File: src/rtl/fetch_ctrl.sv
// Instruction fetch sequencer: owns the PC, issues BRAM reads, buffers tagged words
// in a small FIFO and presents them to decode over valid/ready.
module fetch_ctrl #(
  parameter logic [31:0] RESET_PC = 32'h0000_0000,
  parameter int          ADDR_W   = 8,
  parameter int          DEPTH    = 2
) (
  input  logic              clk,
  input  logic              rst_n,
  input  logic              redirect_valid,
  input  logic [31:0]       redirect_pc,
  output logic              imem_req,
  output logic [ADDR_W-1:0] imem_addr,
  input  logic [31:0]       imem_rdata,
  output logic              out_valid,
  output logic [31:0]       out_inst,
  output logic [31:0]       out_pc,
  input  logic              out_ready
);

  localparam int PTR_W = (DEPTH > 1) ? $clog2(DEPTH) : 1;
  localparam int CNT_W = PTR_W + 1;

  // Handshake: decode takes the head on any rising edge where out_valid && out_ready;
  // out_valid never depends on out_ready and the head is held while not accepted.

  logic [31:0]      pc_q, pc_d;
  logic [31:0]      req_pc_q, req_pc_d;
  logic             inflight_q, inflight_d;
  logic             squash_q, squash_d;
  logic [PTR_W-1:0] wr_ptr_q, wr_ptr_d;
  logic [PTR_W-1:0] rd_ptr_q, rd_ptr_d;
  logic [CNT_W-1:0] count_q, count_d;
  logic [31:0]      inst_mem_q [DEPTH];
  logic [31:0]      pc_mem_q   [DEPTH];

  logic             push;
  logic             pop;
  logic [CNT_W:0]   used;

  assign out_valid = (count_q != '0);
  assign pop       = out_valid && out_ready;
  assign push      = inflight_q && !squash_q && !redirect_valid;
  assign imem_addr = pc_q[ADDR_W-1:0];
  assign out_inst  = out_valid ? inst_mem_q[rd_ptr_q] : '0;
  assign out_pc    = out_valid ? pc_mem_q[rd_ptr_q]   : '0;

  // Credit counts the head leaving this cycle so a full-rate stream needs only two slots.
  assign used     = {1'b0, count_q} + (CNT_W+1)'(inflight_q) - (CNT_W+1)'(pop);
  assign imem_req = rst_n && !redirect_valid && (used < (CNT_W+1)'(DEPTH));

  always_comb begin
    pc_d       = pc_q;
    req_pc_d   = req_pc_q;
    inflight_d = imem_req;
    squash_d   = 1'b0;
    wr_ptr_d   = wr_ptr_q;
    rd_ptr_d   = rd_ptr_q;
    count_d    = count_q;
    if (redirect_valid) begin
      pc_d     = {redirect_pc[31:2], 2'b00};
      squash_d = inflight_q;
      wr_ptr_d = '0;
      rd_ptr_d = '0;
      count_d  = '0;
    end else begin
      if (imem_req) begin
        req_pc_d = pc_q;
        pc_d     = pc_q + 32'd4;
      end
      if (push) wr_ptr_d = wr_ptr_q + PTR_W'(1);
      if (pop)  rd_ptr_d = rd_ptr_q + PTR_W'(1);
      count_d = count_q + CNT_W'(push) - CNT_W'(pop);
    end
  end

  always_ff @(posedge clk or negedge rst_n) begin
    if (!rst_n) begin
      pc_q       <= RESET_PC;
      req_pc_q   <= '0;
      inflight_q <= 1'b0;
      squash_q   <= 1'b0;
      wr_ptr_q   <= '0;
      rd_ptr_q   <= '0;
      count_q    <= '0;
    end else begin
      pc_q       <= pc_d;
      req_pc_q   <= req_pc_d;
      inflight_q <= inflight_d;
      squash_q   <= squash_d;
      wr_ptr_q   <= wr_ptr_d;
      rd_ptr_q   <= rd_ptr_d;
      count_q    <= count_d;
    end
  end

  // Storage needs no reset: out_* are masked whenever the buffer is empty.
  always_ff @(posedge clk) begin
    if (push) begin
      inst_mem_q[wr_ptr_q] <= imem_rdata;
      pc_mem_q[wr_ptr_q]   <= req_pc_q;
    end
  end

endmodule

File: config.mk
export PLATFORM = sky130hd
export DESIGN_NAME = fetch_ctrl
export DESIGN_NICKNAME = d
export VERILOG_FILES = /design/src/rtl/fetch_ctrl.sv
export SDC_FILE = /design/constraint.sdc
export NUM_CORES = 1
export LEC_CHECK = 0
export BUFFER_PORTS_ARGS = -buffer_cell sky130_fd_sc_hd__buf_4
export CORE_ASPECT_RATIO = 0.7
export CORE_MARGIN = 2
export CORE_UTILIZATION = 55
export DETAILED_ROUTE_END_ITERATION = 8
export PLACE_DENSITY = 0.79
export SETUP_SLACK_MARGIN = 0.1
export SKIP_LAST_GASP = 1
export SLEW_MARGIN = 20
export SYNTH_ARGS = -nofsm -noshare
export SYNTH_HDL_FRONTEND = slang
export SYNTH_SLANG_ARGS = --single-unit
File: constraint.sdc
create_clock -name clk -period 4.45 [get_ports clk]
set_input_delay 0.2225 -clock clk [delete_from_list [all_inputs] [get_ports clk]]
set_output_delay 0.2225 -clock clk [all_outputs]
set_load 0.1 [all_outputs]
After elaboration in Yosys (flattened, before gate mapping)
Memories as Yosys holds them, arrays and structs flattened.
Index checks and enable logic that the tools add are counted.
{ "word_totals": {"memories": 2, "inputBits": 68, "wordCells": 42, "reg_bits": 70, "ram_bits": 128} }
{ "mem_list": {"columns": ["memory", "words", "width", "rd", "rd_clocked_by_memory_dff", "wr", "line", "text"], "rows": [
  ["inst_mem_q", 2, 32, 1, 0, 1, "34", "logic [31:0] inst_mem_q [DEPTH];"],
  ["pc_mem_q", 2, 32, 1, 0, 1, "35", "logic [31:0] pc_mem_q [DEPTH];"]
]} }
{ "op_classes": {"n_mux": 12, "n_bitwise": 1, "n_reduce_logical": 12, "add_sub_neg": 7, "magnitude_cmp": 1} }
{ "op_table": {"columns": ["operator", "n"], "rows": [
  ["2-to-1 mux 32 bit", 4],
  ["adder 32 x 3 -> 32 bit (second input constant)", 1],
  ["nonzero test 2 bit", 4],
  ["2-to-1 mux 1 bit", 7],
  ["logical AND 1 bit", 5],
  ["adder 2 x 1 -> 3 bit", 1],
  ["< comparator 3 x 2 -> 1 bit (second input constant)", 1],
  ["subtractor 3 x 1 -> 3 bit", 1],
  ["adder 1 bit (second input constant)", 2],
  ["adder 2 x 1 -> 2 bit", 1],
  ["logical NOT 1 bit", 2],
  ["2-to-1 mux 2 bit", 1],
  ["AND reduction 2 bit", 1],
  ["subtractor 2 x 1 -> 2 bit", 1],
  ["inverter 1 bit", 1]
]} }

Longest topological paths before layout
Gate-level depths: netlist (run 1).
{ "logic_depth": {"depth_word": 7, "mapped_depth": 14} }

Worst setup path after synthesis (run 1)
OpenSTA, ideal clock, no wires.
{ "synth_timing": {"kind": "register -> register", "start": "register count_q[1]", "end": "register req_pc_q[13]", "path_slack_ns": 0.145, "setup_ns": 0.069, "path_buffers": 2, "stages_incl_launch_ff": 14, "synth_period_minus_slack_ns": 4.305, "arrival_ns": 4.236, "cell_sequence": "dfrtp_1 > nor2_1 > inv_1 > and2_1 > nor2b_1 > o21ai_0 > fa_1 > and3b_1 > clkbuf_1 > nand2_1 > clkinv_1 > clkbuf_1 > nand2_1 > nand2_1"} }
{ "synth_via": {"elab_chain_cells": 6} }
{ "synth_rtl": {"columns": ["element", "line", "text"], "rows": [
  ["start: declaration", "33", "logic [CNT_W-1:0] count_q, count_d;"],
  ["start signal: assignment", "93", "count_q <= count_d;"],
  ["nonzero test 2 bit", "41", "assign out_valid = (count_q != '0);"],
  ["via out_valid", "15", "output logic out_valid,"],
  ["logical AND 1 bit", "42", "assign pop = out_valid && out_ready;"],
  ["subtractor 3 x 1 -> 3 bit", "49", "assign used = {1'b0, count_q} + (CNT_W+1)'(inflight_q) - (CNT_W+1)'(pop);"],
  ["< comparator 3 x 2 -> 1 bit", "50", "assign imem_req = rst_n && !redirect_valid && (used < (CNT_W+1)'(DEPTH));"],
  ["logical AND 1 bit", "50", null],
  ["via imem_req", "12", "output logic imem_req,"],
  ["AND reduction 2 bit (no source line)", null, null],
  ["end signal: assignment", "88", "req_pc_q <= req_pc_d;"],
  ["end: declaration", "28", "logic [31:0] req_pc_q, req_pc_d;"]
]} }
The timed path passes the listed nets, and every way through them passes these cells.
A chain may end at the register's enable or synchronous reset.

Worst setup path after layout (run 1)
{ "layout_timing": {"start": "register count_q[1]", "end": "output imem_req"} }
{ "layout_via": {"elab_chain_cells": 5} }
{ "layout_rtl": {"columns": ["element", "line"], "rows": [
  ["parallel branches: the longest is 2 deep, another holds adder 2 x 1 -> 3 bit", null],
  ["subtractor 3 x 1 -> 3 bit (*)", "49"],
  ["< comparator 3 x 2 -> 1 bit (*)", "50"],
  ["logical AND 1 bit (*)", "50"],
  ["end: declaration", "12"]
]} }
Every way passes the cells marked *.

==> flow_summary_export.csv, run 1 <==
group,metric,value,unit
synth,avgSynthCellArea,12.4,µm²
clock_network,clk_pin_slew,60,ps
finish,multi_input_area,2450,µm²
grt,grt_usage,0.247,
hold_path,hold_class,"input pin to register",
routing,num_vias,5767,
place,placed_area,9190,µm²
synth,synth_edf_count,124,
setup_path,crit_path_top_delay_cell,"fa_1",
sta,max_slew_margin,0.405,
setup_path,worstSetupStartpointType,"register",
finish,final_nets,878,
routing,post-route-drc-count,0,
grt,antenna_found_initial,0,
setup_path,cp_max_fo,17,
finish,fin_area,10200,µm²
grt,grt_start_max_net_pins,70,
setup_path,cp.arrival,3560,ps
setup_path,required,4230,ps
clock_network,ctsLongestPathBuffers,2,
grt,first_global_vias,5601,
synth,syn_area,8060,µm²
synth,syn_inst,649,
place,dp_slack,1010,ps
die,die_h,105,µm
routing,routed_via_density,5.72,
setup_path,slowest_delay,510,ps
die,dieArea,15700,µm²
setup_path,critical-path-top-delay-family,"buffers and inverters",
place,hpwl,11700,µm
place,port_buffers,135,
finish,fin_cells,1009,
finish,drive_above_1_share,0.222,
clock_network,numClockSinks,190,
power,p_sw,0.00318,W
clock_network,insertion_delay,430,ps
sta,fin_skew,7.36,ps
clock_network,cts_tree,"done",
die,rows,36,
clock_network,cts-root-buf,"clkbuf_16",
power,pwr-share-comb,0.422,
synth,yosys_warnings,0,
sta,rsz0062_at_grt,"false",
finish,utilization,0.721,
sta,setup_viol,0,
sta,timing.final.ws_setup,667,ps
routing,drt_pass1_iterations,5,
synth,ys.flop_type,"edfxtp_1",
power,seqPwrFrac,0.365,
synth,yosys_register_bits,190,
clock_network,cts_buffers,17,
routing,drtIter0Drc,497,
sta,fin_tns_setup,0,ps
finish,final_cell_mix,"buf_4 (142), edfxtp_1 (124), nand2_1 (98)",
finish,final_common_cell,"buf_4",
sta,layout_min_cycle_time,3780,ps
power,internal_power,0.00381,W
grt,grt_pass1_wl,29300,µm
finish,fillers,950,
sta,drv_slew,0,
setup_path,end_kind,"output port",
finish,area_growth,26.1,%
power,pwr_density_cell,688,nW/µm²
sta,tightest_slew,892,ps
finish,antenna-diode-count,0,
flow_run,drv_cap,0,
routing,drt-total-wl,18600,µm
die,die_width,149,µm
synth,synthDistinctLibCells,50,
place,place_congestion,0.915,
clock_network,cts.htree.levels,4,
setup_path,path_class,"register to output port",
grt,grt_overflow_total,0,
finish,seqCellArea,5380,µm²
synth,ys_async_sr_fraction,0.347,
power,switching_share,0.455,
die,initial_core_util,0.572,
routing,drt-wirelength-per-cell,18.5,µm
routing,drtAntennaViolNets,0,
die,core_area,14100,µm²
setup_path,path_cells,"nor2_4 -> inv_1 -> and2_1 -> nor2b_1 -> o21ai_0 -> fa_1 -> and3b_1 -> nand2_2 -> clkinv_1 -> buf_4",
sta,finalHoldViolCount,0,
setup_path,critPathBufInv,3,
status,status,"complete, no violations",
sta,timing.final.crit_share,0.850,
power,power_frac_clock,0.213,
place,dpl.cell_count,941,
power,leakage,4.04,nW
die,ioPinCount,142,
synth,ys_seq_area_frac,0.667,
sta,max_freq,0.264,GHz
power,irDropWorstVdd,0.000382,V
[path summary, 6_finish.rpt]
| path | depth (start not counted) | start | endpoint | slack (ps) |
|---|---|---|---|---|
| setup / recovery | 10 | count_q[1] | imem_req | 670 |
| hold reg to reg | 0 | req_pc_q[12] | pc_mem_q[0][12] | 470 |
| setup reg to reg | 11 | count_q[1] | pc_q[16] | 960 |
| max in group asynchronous | 3 | rst_n | rd_ptr_q | 3190 |
| hold / removal | 3 | redirect_pc[29] | pc_q[29] | 20 |
| min in group asynchronous | 2 | rst_n | pc_q[18] | 160 |
[worst reg2reg max path: cells and delay by family (launching register included)]
kind	cells	cell delay, ps
compound gates	2	360
xor+xnor	1	560
fa+ha+maj	1	430
buf+inv	2	440
flops	1	520
simple gates	5	1090
[metrics by stage]
stage / total power (W) / hold WS, ps
floorplan: 0.00481 / -73.1
global placement: 0.00541 / 65.0
detailed placement: 0.00548 / 65.5
CTS: 0.00699 / 9.43
global route: 0.00725 / 11.7
finish: 0.00699 / 24.2
[sequential cells by signal (all words and copies together), names as in the netlist]
register and count:
count_q 2, inflight_q 1, inst_mem_q 64, pc_mem_q 60, pc_q 30, rd_ptr_q 1
req_pc_q 30, squash_q 1, wr_ptr_q 1
[final cells by class]
class,count,share of cell area
clock inverters,8,0.00652
repair buffers,178,0.142
inverters,15,0.00554
flip-flops and latches,190,0.529
clock buffers,24,0.0521
multi-input cells,404,0.241
well taps,190,0.0234
[cells by family after synthesis]
kind of cell | count (synthesis) | synth area share
buffers and inverters | 58 | 0.0326
multiplexers | 62 | 0.0770
AO/OA/AOI/OAI | 69 | 0.0633
other | 1 | 0.000465
AND/OR/NAND/NOR | 259 | 0.146
flip-flops | 190 | 0.667
adder cells (fa/ha/maj) | 4 | 0.00714
XOR/XNOR | 6 | 0.00652
[metal layers]
layer	part of all wire	global-route usage	routed length, µm	up-vias
met5	0	0	0	-
met2	0.47	0.382	8710	297
li1	-	-	-	2676
met1	0.42	0.339	7760	2758
met3	0.093	0.0701	1730	36
met4	0.023	0.0905	425	0
[cells in the mapped netlist, types with 2 or more instances]
cell      count  area (µm²)
xnor2_1       4        35.0
o311ai_0      8        70.1
nand4_1      12        75.1
edfxtp_1    124        3720
clkbuf_1     23        86.3
nand3_1      22         110
a21oi_1       5        25.0
nand3b_1      2        15.0
a221o_1       5        50.1
inv_1        14        52.6
and2_1        5        31.3
nor2b_1       8        50.1
nor4_1        5        31.3
nand2_1      99         372
o311ai_1      5        43.8
a22oi_1       4        30.0
dfrtp_1      66        1650
or2_2         2        12.5
ha_1          3        37.5
buf_4        10        75.1
mux2i_1      62         621
a311o_1       3        30.0
and3_1        3        18.8
o21ai_0      16        80.1
or4_1        10        75.1
or3_1         5        31.3
a31oi_1       3        18.8
o211ai_1      7        52.6
o41ai_1       4        35.0
buf_2         6        30.0
nor3_1        7        35.0
nor2_1       75         282
xor2_1        2        17.5
buf_1         4        15.0
[timing repair]
item / in CTS / in global routing
buffers inserted: 0 / 0
endpoints found under the hold margin: 72 / 0
gates resized for setup: 0 / 0
hold buffers: 35 / 0
[power by group through the flow]
| stage | clock network [W] | logic, W | registers (W) |
|---|---|---|---|
| 2_1_floorplan | 0 | 0.00234 | 0.00247 |
| 3_3_place_gp | 0 | 0.00280 | 0.00261 |
| 3_5_place_dp | 0 | 0.00284 | 0.00264 |
| 4_1_cts | 0.00151 | 0.00288 | 0.00260 |
| 5_1_grt | 0.00158 | 0.00309 | 0.00259 |
| 6_report | 0.00149 | 0.00295 | 0.00255 |
Power figures use the tool's default switching activity.
==> inputs of run 2 (changes only) <==
--- a/config.mk
+++ b/config.mk
@@ -10,6 +10,7 @@
 export CORE_MARGIN = 2
 export CORE_UTILIZATION = 55
 export DETAILED_ROUTE_END_ITERATION = 8
+export HOLD_SLACK_MARGIN = 0.15
 export PLACE_DENSITY = 0.79
 export SETUP_SLACK_MARGIN = 0.1
 export SKIP_LAST_GASP = 1
==> flow_summary_export.csv, run 2 (synthesis gave the netlist of run 1 again) <==
group,metric,value,unit
grt,antenna_found_initial,0,
setup_path,cp.arrival,3570,ps
finish,final_nets,906,
clock_network,insertion_delay,430,ps
sta,max_freq,0.264,GHz
sta,finalHoldViolCount,0,
setup_path,worstSetupStartpointType,"register",
setup_path,required,4230,ps
finish,multi_input_area,2450,µm²
finish,largest_reg_flops,64,
setup_path,end_kind,"output port",
setup_path,critPathBufInv,3,
die,initial_core_util,0.572,
setup_path,cp_max_fo,17,
clock_network,cts-root-buf,"clkbuf_16",
power,leakage,4.16,nW
sta,setup_viol,0,
finish,final_common_cell,"buf_4",
sta,tightest_slew,889,ps
routing,drt-total-wl,19200,µm
sta,timing.final.crit_share,0.851,
clock_network,post-cts-setup-buffers,0,
clock_network,clk_pin_slew,70,ps
power,pwr_density_cell,672,nW/µm²
setup_path,path_class,"register to output port",
clock_network,numClockSinks,190,
die,die_width,149,µm
routing,route.met3.wl,1740,µm
finish,utilization,0.741,
grt,grt_usage,0.253,
sta,rsz0062_at_grt,"false",
clock_network,hold_buffers,63,
place,placed_area,9190,µm²
die,dieArea,15700,µm²
routing,top_layer,"met4",
clock_network,cts.htree.levels,4,
sta,max_slew_margin,0.407,
routing,met1_length,8060,µm
finish,fin_area,10400,µm²
finish,drive_above_1_share,0.215,
clock_network,cts_tree,"done",
grt,grt_pass1_wl,30100,µm
status,status,"complete, no violations",
setup_path,critical-path-top-delay-family,"buffers and inverters",
place,place_congestion,0.915,
routing,drtAntennaViolNets,0,
hold_path,hold_class,"input pin to register",
routing,drtIter0Drc,511,
clock_network,ctsLongestPathBuffers,2,
flow_run,drv_cap,0,
routing,post-route-drc-count,0,
finish,area_growth,29.6,%
sta,fin_skew,7.78,ps
finish,final_cell_mix,"buf_4 (142), edfxtp_1 (124), nand2_1 (98)",
routing,num_vias,5928,
clock_network,ctsResizeCount,0,
finish,antenna-diode-count,0,
setup_path,crit_path_top_delay_cell,"fa_1",
routing,drt_pass1_iterations,5,
sta,drv_slew,0,
finish,largest_register,"inst_mem_q",
finish,seqCellArea,5380,µm²
sta,layout_min_cycle_time,3790,ps
routing,drt-wirelength-per-cell,18.5,µm
place,port_buffers,135,
place,hpwl,11700,µm
power,irDropWorstVdd,0.000382,V
finish,fillers,908,
clock_network,cts_buffers,17,
grt,first_global_vias,5721,
sta,fin_tns_setup,0,ps
die,core_area,14100,µm²
grt,grt_start_max_net_pins,70,
grt,grt_overflow_total,0,
die,die_h,105,µm
die,ioPinCount,142,
die,rows,36,
setup_path,slowest_delay,510,ps
setup_path,path_cells,"nor2_4 -> inv_1 -> and2_1 -> nor2b_1 -> o21ai_0 -> fa_1 -> and3b_1 -> nand2_2 -> clkinv_1 -> buf_4",
routing,wl_met2,9020,µm
routing,routed_via_density,5.72,
finish,largestRegisters,"inst_mem_q: 64 flops, pc_mem_q: 60 flops",
==> run 2: cell types whose count changed in the layout (fill, tap and decap cells not counted) <==
| cell | change |
|---|---|
| dlygate4sd3_1 | +28 |
==> run 2: worst reg2reg max path: stages (launching register included) <==
cell and delay (ps):
dfrtp_1 530, nor2_4 70, inv_1 70, and2_1 190
nor2b_1 240, o21ai_0 140, fa_1 430, xnor2_1 550
nand2_2 120, buf_4 370, o311ai_0 540, nand3_1 130
==> run 2: area by class of cell <==
class / instances / share of cell area
Sequential cell: 190 / 0.515
Multi-Input combinational cell: 404 / 0.235
Timing Repair Buffer: 206 / 0.165
Clock buffer: 24 / 0.0507
Tap cell: 190 / 0.0228
Clock inverter: 8 / 0.00635
Inverter: 15 / 0.00539
==> run 2: where the power goes <==
part           internal (W)  switching (W)  total, W
sequential          0.00229       0.000267   0.00255
combinational      0.000689        0.00228   0.00297
clock              0.000849       0.000645   0.00149
total               0.00382        0.00319   0.00702
==> run 2: worst paths after layout <==
kind / from / to / slack, ps / depth (start not counted)
worst max-delay path: count_q[1] / imem_req / 660 / 10
worst min-delay path: redirect_pc[22] / pc_q[22] / 210 / 4
worst max register to register: count_q[1] / pc_q[17] / 950 / 11
worst min register to register: req_pc_q[20] / pc_mem_q[0][20] / 470 / 0
max in group asynchronous: rst_n / rd_ptr_q / 2720 / 4
min in group asynchronous: rst_n / pc_q[28] / 670 / 3
==> run 2: metrics by stage <==
step                power [W]  hold WS, ps  instances  setup WS, ps
floorplan             0.00481        -73.1        652           145
global placement      0.00541         65.0        941          1120
detailed placement    0.00548         65.5        941          1010
CTS                   0.00701          188       1036           609
global route          0.00728          219       1037           457
finish                0.00702          215       1037           662
==> run 2: layer usage <==
metal,vias to the layer above,track usage
met5,-,0
met4,0,0.0782
met3,30,0.0771
met2,296,0.393
met1,2862,0.346
li1,2740,-
==> inputs of run 3 (changes only) <==
--- a/config.mk
+++ b/config.mk
@@ -5,13 +5,15 @@
 export SDC_FILE = /design/constraint.sdc
 export NUM_CORES = 1
 export LEC_CHECK = 0
+export ABC_AREA = 1
 export BUFFER_PORTS_ARGS = -buffer_cell sky130_fd_sc_hd__buf_4
 export CORE_ASPECT_RATIO = 0.7
 export CORE_MARGIN = 2
 export CORE_UTILIZATION = 55
+export CTS_BUF_LIST = sky130_fd_sc_hd__clkbuf_4
 export DETAILED_ROUTE_END_ITERATION = 8
 export HOLD_SLACK_MARGIN = 0.15
-export PLACE_DENSITY = 0.79
+export PLACE_DENSITY = 0.78
 export SETUP_SLACK_MARGIN = 0.1
 export SKIP_LAST_GASP = 1
 export SLEW_MARGIN = 20
==> flow_summary_export.csv, run 3 <==
group,metric,value,unit
sta,fin_skew,17.7,ps
die,ioPinCount,142,
synth,ys_async_sr_fraction,0.347,
clock_network,cts_tree,"done",
hold_path,hold_class,"input pin to register",
synth,synthDistinctLibCells,36,
power,power_frac_clock,0.121,
clock_network,cts_buffers,17,
routing,drt_pass1_iterations,5,
routing,drtAntennaViolNets,0,
power,totalPowerFinal,0.00738,W
clock_network,hold_buffers,83,
die,dieArea,16200,µm²
power,seqPwrFrac,0.359,
synth,yosys-top-cells-count,"nand2_1 (274), edfxtp_1 (124), nor2_1 (92)",
finish,drive_above_1_share,0.194,
sta,worst_hold_slack,365,ps
power,switching_share,0.541,
synth,ys_seq_area_frac,0.644,
sta,setup_viol,0,
setup_path,path_cells,"nor2_4 -> inv_2 -> nand2_1 -> inv_2 -> nand2_1 -> o21ai_1 -> nand2_1 -> fa_1 -> nand2_1 -> nor2_2 -> nand2_4 -> inv_2 -> buf_4",
power,internal_power,0.00339,W
status,status,"complete, no violations",
place,place_congestion,0.887,
grt,grt_start_max_net_pins,63,
power,p_sw,0.00399,W
setup_path,path_class,"register to output port",
sta,max_slew_margin,0.393,
setup_path,critPathBufInv,4,
finish,final_cell_mix,"nand2_1 (274), buf_4 (142), edfxtp_1 (124)",
power,leakage,4.44,nW
setup_path,end_kind,"output port",
clock_network,cts.htree.levels,4,
synth,yosys_register_bits,190,
finish,area_growth,26.7,%
power,pwr-share-comb,0.520,
clock_network,ctsResizeCount,0,
die,die_width,151,µm
synth,avgSynthCellArea,9.89,µm²
sta,max_freq,0.282,GHz
power,pwr_density_cell,697,nW/µm²
clock_network,cts-root-buf,"clkbuf_4",
sta,tightest_slew,908,ps
synth,synth_top_area_frac,0.446,
place,port_buffers,135,
sta,drv_slew,0,
finish,largest_reg_flops,64,
die,rows,37,
grt,grt_pass1_wl,29800,µm
finish,largestRegisters,"inst_mem_q: 64 flops, pc_mem_q: 60 flops",
finish,antenna-diode-count,0,
sta,finalHoldViolCount,0,
sta,rsz0062_at_grt,"false",
setup_path,crit_top_cell,"nand2_1",
flow_run,drv_cap,0,
clock_network,numClockSinks,190,
routing,post-route-drc-count,0,
routing,routed_via_density,5.18,
grt,antenna_found_initial,0,
finish,final_nets,1119,
setup_path,worstSetupStartpointType,"register",
routing,drt-total-wl,18900,µm
die,initial_core_util,0.565,
sta,timing.final.crit_share,0.796,
setup_path,crit_path_top_delay_cell,"dfrtp_1",
setup_path,slowest_delay,530,ps
setup_path,required,4230,ps
synth,syn_inst,844,
setup_path,critical-path-top-delay-family,"buffers and inverters",
synth,yosys-top-cells-area,"edfxtp_1 (45%), dfrtp_1 (20%), nand2_1 (12%)",
routing,drtIter0Drc,571,
routing,drt-wirelength-per-cell,15.1,µm
power,irDropWorstVdd,0.000570,V
synth,syn_area,8350,µm²
synth,synth_most_common_cell,"nand2_1",
grt,grt_usage,0.243,
clock_network,insertion_delay,570,ps
synth,ys.flop_type,"edfxtp_1",
clock_network,clk_pin_slew,160,ps
clock_network,ctsLongestPathBuffers,2,
finish,final_common_cell,"nand2_1",
finish,largest_register,"inst_mem_q",
grt,first_global_vias,5906,
clock_network,post-cts-setup-buffers,0,
setup_path,cp_max_fo,35,
synth,synth_top_area_cell,"edfxtp_1",
setup_path,cp.arrival,3320,ps
place,hpwl,11900,µm
sta,layout_min_cycle_time,3540,ps
synth,yosys_warnings,0,
synth,synth_edf_count,124,
die,die_h,107,µm
grt,grt_overflow_total,0,
routing,num_vias,6502,
sta,fin_tns_setup,0,ps
die,core_area,14800,µm²
==> run 3: changes by cell type after synthesis, sizes merged, moves of 13 or more <==
| cell | before | now |
|---|---|---|
| a21oi | 5 | 65 |
| inv | 14 | 59 |
| mux2i | 62 | 0 |
| nand2 | 99 | 279 |
| nor2 | 75 | 102 |
| o21ai | 16 | 34 |
| o311ai | 13 | 0 |
==> run 3: cell families after synthesis <==
group / share of synthesized area
AND/OR/NAND/NOR: 0.214
flip-flops: 0.644
AO/OA/AOI/OAI: 0.0688
buffers and inverters: 0.0577
XOR/XNOR: 0.00839
adder cells (fa/ha/maj): 0.00690
other: 0.000449
==> run 3: worst reg2reg max path: stages, from the launching register on <==
cell and delay (ps):
dfrtp_1 530, nor2_4 70, inv_2 60, nand2_1 70, inv_2 70, nand2_1 60, o21ai_1 70, nand2_1 70
fa_1 490, nand2_1 70, nor2_2 120, nand2_4 130, nand2_2 410, inv_1 340, nand2_1 130, nand2_1 60
inv_1 50, nand3_1 70
==> run 3: path summary, 6_finish.rpt <==
check	start	endpoint	slack, ps	depth (start not counted)
setup / recovery	count_q[1]	imem_req	910	13
hold / removal	imem_rdata[11]	inst_mem_q[1][11]	370	2
setup reg to reg	count_q[1]	pc_q[27]	1470	17
hold reg to reg	req_pc_q[2]	pc_mem_q[0][2]	490	0
max in group asynchronous	rst_n	pc_q[15]	3300	4
min in group asynchronous	rst_n	pc_q[26]	700	4
==> run 3: power by group through the flow <==
stage	registers [W]	clock network [W]	logic, W
after CTS	0.00264	0.000898	0.00384
final	0.00265	0.000890	0.00383
after global placement	0.00266	0	0.00372
after floorplan	0.00258	0	0.00306
after detailed placement	0.00268	0	0.00377
after global routing	0.00269	0.000966	0.00407
==> run 3: per-layer routing <==
metal / part of all wire / track usage / up-vias
li1: - / - / 3173
met1: 0.45 / 0.352 / 3069
met2: 0.47 / 0.378 / 242
met3: 0.078 / 0.0426 / 18
met4: 0.012 / 0.0754 / 0
met5: 0 / 0 / -
==> run 3: layout make-up <==
class | count | area (µm²)
clock buffers | 17 | 128
clock inverters | 15 | 151
fillers | 1075 | 4190
inverters | 60 | 225
multi-input cells | 552 | 2520
flip-flops and latches | 190 | 5380
well taps | 195 | 244
repair buffers | 226 | 1930
==> run 3: stage by stage <==
| stage | instances | worst slack [ps] | cell area, µm² | utilization |
|---|---|---|---|---|
| 2_1_floorplan | 847 | 764 | 8360 | - |
| 4_1_cts | 1255 | 866 | 10600 | 0.716 |
| 5_1_grt | 1255 | 683 | 10600 | 0.716 |
| 3_3_place_gp | 1140 | 1500 | 9460 | 0.640 |
| 3_5_place_dp | 1140 | 1490 | 9460 | 0.640 |
| 6_report | 1255 | 910 | 10600 | 0.716 |
